### config.mk
export PLATFORM = sky130hd
export DESIGN_NAME = sap_1_controller_sequencer
export DESIGN_NICKNAME = d
export VERILOG_FILES = /design/src/rtl/sap_1_controller_sequencer_pkg.sv /design/src/rtl/sap_1_ring_counter.sv /design/src/rtl/sap_1_controller_sequencer.sv
export SDC_FILE = /design/constraint.sdc
export NUM_CORES = 1
export LEC_CHECK = 0
export CELL_PAD_IN_SITES_DETAIL_PLACEMENT = 2
export CELL_PAD_IN_SITES_GLOBAL_PLACEMENT = 2
export CORE_ASPECT_RATIO = 0.7
export CORE_MARGIN = 4
export CORE_UTILIZATION = 25
export CTS_CLUSTER_DIAMETER = 120
export DETAILED_ROUTE_END_ITERATION = 7
export GPL_ROUTABILITY_DRIVEN = 0
export HOLD_SLACK_MARGIN = 0.12
export PLACE_DENSITY = 0.89
export SLEW_MARGIN = 0
export SYNTH_ARGS = -nofsm -noshare
export SYNTH_HDL_FRONTEND = slang
export SYNTH_HIERARCHICAL = 1
export SYNTH_SLANG_ARGS = --single-unit
### constraint.sdc
create_clock -name CLK -period 3.3 [get_ports CLK]
set_input_delay 0.99 -clock CLK [delete_from_list [all_inputs] [get_ports CLK]]
set_output_delay 0.99 -clock CLK [all_outputs]
set_load 0.02 [all_outputs]
### src/rtl/sap_1_controller_sequencer_pkg.sv
// sap_1_controller_sequencer_pkg: opcodes, control-word layout, fixed control words and ring states
package sap_1_controller_sequencer_pkg;
  localparam logic [3:0] OP_LDA = 4'b0000;
  localparam logic [3:0] OP_ADD = 4'b0001;
  localparam logic [3:0] OP_SUB = 4'b0010;
  localparam logic [3:0] OP_OUT = 4'b1110;
  localparam logic [3:0] OP_HLT = 4'b1111;
  localparam int CON_CP    = 11;
  localparam int CON_EP    = 10;
  localparam int CON_LMBAR = 9;
  localparam int CON_CEBAR = 8;
  localparam int CON_LIBAR = 7;
  localparam int CON_EIBAR = 6;
  localparam int CON_LABAR = 5;
  localparam int CON_EA    = 4;
  localparam int CON_SU    = 3;
  localparam int CON_EU    = 2;
  localparam int CON_LBBAR = 1;
  localparam int CON_LOBAR = 0;
  localparam logic [11:0] CON_NOP    = 12'h3E3;
  localparam logic [11:0] CON_T1     = 12'h5E3;
  localparam logic [11:0] CON_T2     = 12'hBE3;
  localparam logic [11:0] CON_T3     = 12'h263;
  localparam logic [11:0] CON_MEM_T4 = 12'h1A3;
  localparam logic [11:0] CON_LDA_T5 = 12'h2C3;
  localparam logic [11:0] CON_ALU_T5 = 12'h2E1;
  localparam logic [11:0] CON_ADD_T6 = 12'h3C7;
  localparam logic [11:0] CON_SUB_T6 = 12'h3CF;
  localparam logic [11:0] CON_OUT_T4 = 12'h3F2;
  typedef enum logic [5:0] {
    T1 = 6'b000001,
    T2 = 6'b000010,
    T3 = 6'b000100,
    T4 = 6'b001000,
    T5 = 6'b010000,
    T6 = 6'b100000
  } t_state_e;
endpackage

### src/rtl/sap_1_ring_counter.sv
// sap_1_ring_counter: one-hot T1..T6 ring with hold and illegal-state recovery
module sap_1_ring_counter
  import sap_1_controller_sequencer_pkg::*;
(
  input  logic       CLK,
  input  logic       CLR,
  input  logic       hold_in,
  output logic [5:0] t_state_out
);
  logic [5:0] r_ring;
  logic [5:0] w_next;
  always_ff @(posedge CLK) r_ring <= w_next;
  always_comb begin
    w_next = {r_ring[4:0], r_ring[5]};
    if (hold_in) w_next = r_ring;
    if (CLR || !$onehot(r_ring)) w_next = T1;
  end
  assign t_state_out = r_ring;
endmodule

### src/rtl/sap_1_controller_sequencer.sv
// sap_1_controller_sequencer: SAP-1 control word decode from ring state and opcode, with sticky halt
module sap_1_controller_sequencer
  import sap_1_controller_sequencer_pkg::*;
(
  input  logic        CLK,
  input  logic        CLR,
  input  logic [3:0]  opcode_in,
  output logic [11:0] con_out,
  output logic [5:0]  t_state_out,
  output logic        halt_out
);
  logic        r_halted;
  logic        w_halt;
  logic [5:0]  w_ring;
  logic [11:0] w_con;
  logic        w_mem_op;
  sap_1_ring_counter u_ring (
    .CLK         (CLK),
    .CLR         (CLR),
    .hold_in     (w_halt),
    .t_state_out (w_ring)
  );
  // HLT is recognised in T4 itself so the ring holds at T4 on the same edge that sets r_halted
  assign w_halt   = r_halted || (w_ring == T4 && opcode_in == OP_HLT);
  assign w_mem_op = opcode_in == OP_LDA || opcode_in == OP_ADD || opcode_in == OP_SUB;
  always_ff @(posedge CLK)
    if (CLR) r_halted <= 1'b0;
    else if (w_halt) r_halted <= 1'b1;
  always_comb begin
    w_con = CON_NOP;
    case (w_ring)
      T1: w_con = CON_T1;
      T2: w_con = CON_T2;
      T3: w_con = CON_T3;
      T4: w_con = opcode_in == OP_OUT ? CON_OUT_T4 : w_mem_op ? CON_MEM_T4 : CON_NOP;
      T5: w_con = opcode_in == OP_LDA ? CON_LDA_T5 :
                  (opcode_in == OP_ADD || opcode_in == OP_SUB) ? CON_ALU_T5 : CON_NOP;
      T6: w_con = opcode_in == OP_ADD ? CON_ADD_T6 : opcode_in == OP_SUB ? CON_SUB_T6 : CON_NOP;
      default: w_con = CON_NOP;
    endcase
    if (CLR || w_halt) w_con = CON_NOP;
  end
  assign con_out     = w_con;
  assign t_state_out = w_ring;
  assign halt_out    = !CLR && w_halt;
endmodule

* Word level (Yosys, flattened, before mapping)
Cells that the tools add are included.
** Storage, ports and cells
- Register bits :: 7
- Bits of input ports :: 6
- Output and inout bits :: 19
- Logic and storage cells :: 37
** Cells by class
- $add $sub $neg :: 5
- Equality and inequality tests :: 11
- Mux-type cells :: 8
- Reduce and logical (&&, ||, !) cells :: 11
** Operators with widths (number)
- case mux 12 bit (6 select lines) :: 1
- two-way mux 10 bit :: 2
- two-way mux 9 bit :: 2
- two-way mux 12 bit :: 1
- two-way mux 6 bit :: 2
- == test 4 bit (second input constant) :: 2
- adder 1 x 1 -> 2 bit :: 3
- adder 3 bit :: 2
- == test 6 x 1 -> 1 bit (second input constant) :: 1
- == test 6 x 2 -> 1 bit (second input constant) :: 1
- == test 6 x 3 -> 1 bit (second input constant) :: 1
- == test 6 x 4 -> 1 bit (second input constant) :: 1
- == test 6 x 5 -> 1 bit (second input constant) :: 1
- == test 6 bit (second input constant) :: 1
- logical OR 1 bit :: 6
- == test 4 x 1 -> 1 bit (second input constant) :: 1
- == test 4 x 2 -> 1 bit (second input constant) :: 1
- zero test 4 bit :: 1
- == test 3 x 1 -> 1 bit (second input constant) :: 1
- logical AND 1 bit :: 2
- zero test 1 bit :: 2

* Depth between registers and ports, before layout
Gate-level depths: netlist of run 1.
- Word-level depth :: 7
- Gate-level depth with buffers :: 9
- Gate-level depth less buffers :: 8

* Cells and area by module
The synthesis of run 1 kept the hierarchy.
** Modules (own cells, without submodules)
- sap_1_controller_sequencer :: instances 1, cells each 77, area an instance 490.5 µm², seq. area each 20.0 µm²
- sap_1_ring_counter :: instances 1, cells each 33, area an instance 325.3 µm², seq. area each 120.1 µm²

* Least setup slack after synthesis of run 1
OpenSTA, ideal clock, no wires.
- Path kind :: flip-flop to output port
- Start :: register u_ring.r_ring[3] (netlist: u_ring/t_state_out[3])
- End :: output port con_out[2]
- Data arrival time :: 2.367 ns
- Data required time :: 2.310 ns
- Path slack :: -0.057 ns
- Stages on the path, launching flop included :: 7
- Path buffers :: 1
- Cells stage by stage :: dfxtp_1 -> or4b_1 -> or2_0 -> buf_2 -> o311a_2 -> nand2b_4 -> nor4_1
** Between the ends
- Cells in the longest elaborated chain, start to end :: 5
- Elaborated cells between the ends (all ways) :: 11
- Classes of those cells :: eq/ne (6); mux (2); reduce/logical (3)
** Ends and longest elaborated chain
- start: declaration :: line sap_1_ring_counter.sv:10 : logic [5:0] r_ring;
- start signal: assignment :: line sap_1_ring_counter.sv:12 : always_ff @(posedge CLK) r_ring <= w_next;
- parallel branches: the longest is 4 deep, another holds case mux 12 bit (6 select lines)
- two-way mux 12 bit * :: line sap_1_controller_sequencer.sv:41 : if (CLR || w_halt) w_con = CON_NOP;
- end: declaration :: line sap_1_controller_sequencer.sv:8 : output logic [11:0] con_out,
Every way passes the cells marked *.

* Worst setup path after layout of run 1
- Start :: input port opcode_in[2]
- End :: output port con_out[7]
** Between the ends
- Cells in the longest elaborated chain, start to end :: 5
- Elaborated cells between the ends (all ways) :: 10
- Classes of those cells :: eq/ne (2); mux (4); reduce/logical (4)
** Ends and longest elaborated chain
- start: declaration :: line sap_1_controller_sequencer.sv:7 : input logic [3:0] opcode_in,
- parallel branches: the longest is 4 deep, another holds case mux 12 bit (6 select lines)
- two-way mux 12 bit * :: line sap_1_controller_sequencer.sv:41
Marked as above.

==> out/qor.csv, run 1 <==
metric,value,unit
RSZ-0062 raised after global routing,yes,
Worst Hold Class,reg -> reg,
failing checks,setup timing,
Die H,55.8,um
DRC,0,
worst r2r src,u_ring/t_state_out[0],
worst hold slack,680,ps
Synth Area per Inst,7.42,um^2
CP max FO,4,
CP max stage delay,500,ps
wire per inst,18.2,um
vias in the first global route,1183,
Final Setup Violations,1,
CP cell instances,buf_6 -> nand2_4 -> nor4_4 -> nor3_4 -> nand2_1 -> buf_4 -> or4b_4 -> buf_6,
crit path kind,in -> out,
Syn Inst Count,110,
TritonCTS clock tree,done,
grt total ovfl,0,
status,"complete, but fails checks",
core area,3150,um^2
layout cell share with drive strength beyond 1,42.6,%
Lkg Pwr,0.615,nW
Die ar.,4260,um^2
FMAX,301,MHz
"delay-heaviest family, CP",simple AND/OR/NAND/NOR gates,
critical path launch point type,primary input,
sequential area share after synthesis,17.2,%
Most Frequent Cell on Critical Path,buf_6,
Arrival @ worst endpoint,2330,ps
Post-Place Cell Area,1290,um^2
Mapped Area,816,um^2
root cell of the clock tree,clkbuf_8,
ANT cells,0,
Seq cells post-synth,7,
crit path time final,3320,ps
Post-Route WL,3650,um
I/O Pins,25,
area delta synth->final,71.3,%
CTS H-tree lvls,1,
Slew @ Worst Pin,442,ps
Port-buffer cells,24,
maximum clock path buffer count,2,
Initial Util,25.9,%
CP Capture Type,output pin,
WP depth,8,
Worst Reg-to-Reg Cells,9,
post-route clock period utilization,101,%
DIE WIDTH,76.3,um
CP max stage cell,or4b_4,
Clock Skew,0.150,ps
Relative slew margins,70.1,%
antenna-violating nets left,0,
global-route wire length before repair,6100,um
WP data required,2310,ps
Iter 0 DRT Violations,14,
Slew Limit Fails,0,
detailed placer's ending HPWL,2890,um
Yosys cell types,38,
largest net degree at the start of global routing,15,
worst reg2reg path endpoint,u_ring/t_state_out[0],
TritonCTS Buffers,3,
crit path capture,con_out[7],
initial antenna violation count,0,
clk slew on worst S/H paths,40,ps
Max Cap Violations,0,
DR vias/cell,5.08,
Max IR drop VDD,0.000313,V
worst skew pair latency,230,ps
Setup TNS,-24.4,ps
"Design Area, Final",1400,um^2
Hold Fails Final Rpt,0,
setup ws final,-24.4,ps
Clock Sinks,7,
GR Util All Layers,18.0,%
Cell Rows,17,
Worst Setup SP,opcode_in[2],
number of vias after detailed routing,1015,
R2R Setup Slk,150,ps
syn_nets,120,
Min-Delay Path Depth,2,
Final nets,173,
critical path buffer and inverter count,3,
YS warnings,6,
Pre-antenna DRT Iters,4,
Cell Pwr Density,583,nW/um^2
## worst reg2reg max path, cell delays in order (launching register included)
cell and delay (ps):
dfxtp_4 380, buf_6 140, inv_1 60, fa_1 480
fa_1 490, inv_1 50, ha_1 180, fa_1 440
or4b_4 520, a211o_1 290
## sequential cells by signal (all words and copies together) (netlist names)
name and count:
r_halted 1, u_ring/t_state_out 6
## how the worst min path moves through the flow
stage	startpoint	end	slack, ps
final	u_ring/t_state_out[0]	u_ring/t_state_out[0]	680
after global routing	u_ring/t_state_out[0]	u_ring/t_state_out[0]	710
after CTS	u_ring/t_state_out[3]	u_ring/t_state_out[4]	730
after detailed placement	u_ring/t_state_out[3]	u_ring/t_state_out[4]	710
after global placement	u_ring/t_state_out[3]	u_ring/t_state_out[4]	660
after floorplan	r_halted	r_halted	590
## layer usage
layer	up-vias	global-route usage [%]	part of all wire (%)
li1	492	-	-
met3	2	4.53	3.3
met1	505	21.5	45
met5	-	0	0
met2	16	33.2	51
met4	0	2.33	0.27
## Yosys cell counts (all sizes together)
master | n | area (um^2)
nand2b | 3 | 26.3
nand3 | 1 | 5.00
or3 | 1 | 6.26
nor4 | 4 | 25.0
nor2 | 15 | 56.3
o21ai | 7 | 35.0
a211o | 1 | 8.76
fa | 3 | 60.1
a21oi | 2 | 10.0
buf | 5 | 23.8
nand2 | 10 | 37.5
o221ai | 1 | 8.76
nor4bb | 2 | 20.0
or4b | 3 | 30.0
o311ai | 1 | 8.76
mux2i | 7 | 70.1
xnor2 | 1 | 8.76
clkbuf | 3 | 11.3
or2 | 5 | 31.3
o32ai | 1 | 8.76
o311a | 1 | 11.3
o211ai | 1 | 7.51
a211oi | 1 | 7.51
o31ai | 1 | 7.51
nor2b | 3 | 18.8
nor3 | 4 | 25.0
dfxtp | 7 | 140
nor4b | 2 | 17.5
inv | 8 | 30.0
nand4b | 1 | 8.76
nand4bb | 1 | 11.3
ha | 1 | 12.5
xor2 | 3 | 26.3
## report_power, final
| part | total (mW) | internal, mW | leakage (nW) | switching (mW) |
|---|---|---|---|---|
| clock network | 0.127 | 0.0823 | 0.0255 | 0.0445 |
| registers | 0.125 | 0.103 | 0.0574 | 0.0219 |
| logic | 0.563 | 0.268 | 0.532 | 0.294 |
| total | 0.815 | 0.454 | 0.615 | 0.361 |
## final cells by class
type	instances	area, um^2
Clock inverter	1	5.00
Multi-Input combinational cell	87	679
Sequential cell	7	145
Timing Repair Buffer	56	449
Clock buffer	3	41.3
Fill cell	357	1750
Tap cell	38	47.5
Inverter	8	30.0
## metrics by stage
step | setup WS (ps) | total power [mW] | utilization, % | instances
after floorplan | -57.5 | 0.419 | - | 110
after global placement | -867 | 0.636 | 40.9 | 193
after detailed placement | -1050 | 0.673 | 40.9 | 193
after CTS | -135 | 0.810 | 42.9 | 199
after global routing | -198 | 0.892 | 44.4 | 200
final | -24.4 | 0.815 | 44.4 | 200
## cell usage in the layout (no fill, tap or decap), types with 2 or more instances in the layout
cell	netlist	layout
nor3_1	3	3
nand2b_1	2	2
or4b_4	0	3
inv_1	8	8
o21ai_0	7	7
clkbuf_8	0	3
nor4_1	4	2
nor2_1	15	15
clkdlybuf4s50_1	0	6
fa_1	3	3
mux2i_1	7	7
nand2_1	10	8
buf_4	0	32
or2_2	4	4
nor4bb_1	2	2
xor2_1	3	3
dlygate4sd2_1	0	4
buf_2	4	6
buf_6	0	6
nor2b_1	3	3
nand2_4	0	2
dfxtp_1	7	5
## repair_timing
| action | CTS | global route |
|---|---|---|
| setup endpoints to repair | 19 | 16 |
| gates resized for setup | 78 | 16 |
| pin swaps | 6 | 7 |
| hold buffers | 0 | 0 |
| buffers inserted | 3 | 1 |
## kinds of logic after synthesis
logic type               Yosys count  synth area share, %
AND/OR/NAND/NOR                   55                 39.1
AO/OA/AOI/OAI                     17                 14.0
buffers and inverters             16                 7.98
multiplexers                       7                 8.59
flip-flops                         7                 17.2
XOR/XNOR                           4                 4.30
adder cells (fa/ha/maj)            4                 8.90
Note: power is estimated with default switching activity, not from simulation.
==> run 2: changes to the inputs <==
--- a/config.mk
+++ b/config.mk
@@ -8,7 +8,6 @@
 export CELL_PAD_IN_SITES_DETAIL_PLACEMENT = 2
 export CELL_PAD_IN_SITES_GLOBAL_PLACEMENT = 2
 export CORE_ASPECT_RATIO = 0.7
-export CORE_MARGIN = 4
 export CORE_UTILIZATION = 25
 export CTS_CLUSTER_DIAMETER = 120
 export DETAILED_ROUTE_END_ITERATION = 7
==> run 2 against run 1 <==
  * The run now ends clean
  * Register-to-register slack worse by 70 ps
  * Sequential share of layout area is 0.53 points higher
  * Sequential power grew 4%
  * Power rose by 1.0%
  * Critical path depth fell by 2
  * Clock skew up 5.0 ps
  * Fmax is 2.7% higher
  * Core utilization up 1.2 points
  * Count of clock-buffer cells in the layout rose by 1
  * Critical endpoint is now con_out[2]
  * Largest power group unchanged
  * Highest routed layer unchanged
==> out/qor.csv, run 2 (synthesis gave the netlist of run 1 again) <==
metric,value,unit
status,"finished, final reports clean",
Slew Limit Fails,0,
"commonest non-fill, non-tap cell in the layout",buf_4,
CP max FO,5,
I/O Pins,25,
Final nets,171,
CTS H-tree lvls,1,
post-route clock period utilization,98.1,%
FMAX,309,MHz
worst reg2reg path endpoint,u_ring/t_state_out[0],
largest net degree at the start of global routing,15,
clk slew on worst S/H paths,50,ps
Max IR drop VDD,0.000297,V
initial antenna violation count,0,
root cell of the clock tree,clkbuf_8,
CP cell instances,or4b_4 -> or2_0 -> o311a_2 -> nand2b_4 -> nor4_1 -> buf_2,
layout cell share with drive strength beyond 1,42.5,%
R2R Setup Slk,80,ps
Iter 0 DRT Violations,13,
final core utilization,45.6,%
worst r2r src,u_ring/t_state_out[1],
FILL cells,350,
"delay-heaviest family, CP",simple AND/OR/NAND/NOR gates,
global-route wire length before repair,6440,um
CP Capture Type,output pin,
CP max stage cell,or4b_4,
Worst Hold Class,reg -> reg,
hold path start,u_ring/t_state_out[5],
Cell Pwr Density,614,nW/um^2
antenna-violating nets left,0,
Hold Fails Final Rpt,0,
ANT cells,0,
grt total ovfl,0,
Die ar.,3500,um^2
Clock Skew,5.16,ps
crit path time final,3240,ps
Relative slew margins,69.5,%
maximum clock path buffer count,2,
TritonCTS clock tree,done,
Largest register FFs,6,
CP max stage delay,560,ps
Initial Util,27.7,%
Post-Place Cell Area,1280,um^2
vias in the first global route,1166,
worst skew pair latency,230,ps
detailed placer's ending HPWL,2900,um
Max Cap Violations,0,
critical path launch point type,register,
Pre-antenna DRT Iters,4,
DIE WIDTH,70.3,um
core area,2940,um^2
DR vias/cell,5.22,
Worst Reg-to-Reg Cells,9,
Slew @ Worst Pin,451,ps
Final Setup Violations,0,
Cell Rows,16,
crit path kind,reg -> out,
Lkg Pwr,0.584,nW
Port-buffer cells,24,
"Design Area, Final",1340,um^2
number of vias after detailed routing,1023,
critical path buffer and inverter count,1,
DRC,0,
Setup TNS,0,ps
WP data required,2310,ps
Die H,49.8,um
Min-Delay Path Depth,3,
wire per inst,19.7,um
most frequent cells in the layout,"buf_4 (32), nor2_1 (13), buf_2 (10)",
TritonCTS Buffers,3,
Arrival @ worst endpoint,2250,ps
Hold Path End,u_ring/t_state_out[5],
Clock Sinks,7,
GR Util All Layers,24.4,%
Post-Route WL,3860,um
area delta synth->final,64.4,%
run 2: cell types whose count changed in the layout (fill, tap and decap cells not counted), moves of 2 or more:
cell	change
buf_2	+4
buf_6	-5
nand2_2	+3
nand2_4	-2
nor2_1	-2
nor2_2	+2
run 2: how the worst max path moves through the flow:
stage	start	end	slack, ps	cells after the start
floorplan	u_ring/t_state_out[3]	con_out[2]	-60	6
finish	u_ring/t_state_out[4]	con_out[2]	60	6
CTS	u_ring/t_state_out[1]	u_ring/t_state_out[1]	6	10
detailed placement	opcode_in[2]	con_out[7]	-770	7
global route	CLR	con_out[11]	-7	6
global placement	opcode_in[2]	con_out[7]	-700	7
run 2: report_power, final:
| part | leakage (nW) | internal (mW) | switching, mW |
|---|---|---|---|
| sequential | 0.0579 | 0.103 | 0.0273 |
| combinational | 0.503 | 0.262 | 0.305 |
| clock | 0.0228 | 0.0840 | 0.0415 |
| total | 0.584 | 0.449 | 0.374 |
run 2: per-stage QoR:
stage	cells	worst slack [ps]	power (mW)	hold WS, ps
floorplan	110	-57.5	0.419	589
global placement	191	-701	0.635	655
detailed placement	191	-774	0.681	718
CTS	196	5.63	0.805	749
global route	196	-7.32	0.876	776
finish	196	61.5	0.823	713
run 2: repair_timing:
action | 4_1_cts | 5_1_grt
setup buffers | 1 | 0
endpoints found under the setup margin | 19 | 15
resized for setup | 80 | 7
hold buffers | 0 | 0
pin swaps | 6 | 3
run 2: per-layer routing:
layer	track usage, %	up-vias	share of wire [%]
met5	0	-	0
met4	5.00	0	0.70
met3	3.48	2	3.8
met2	44.9	29	51
met1	30.1	506	44
li1	-	486	-
run 2: area by class of cell:
cell class / instances / area [um^2] / area share (%)
Sequential cell: 7 / 146 / 10.9
Timing Repair Buffer: 54 / 407 / 30.3
Tap cell: 36 / 45.0 / 3.36
Clock buffer: 4 / 45.0 / 3.36
Inverter: 8 / 30.0 / 2.24
Multi-Input combinational cell: 87 / 668 / 49.8
run 2: worst min-delay path, stage by stage (launching register included):
cell and delay, ps:
dfxtp_2 380, buf_4 150, mux2i_1 70, nor2_1 80
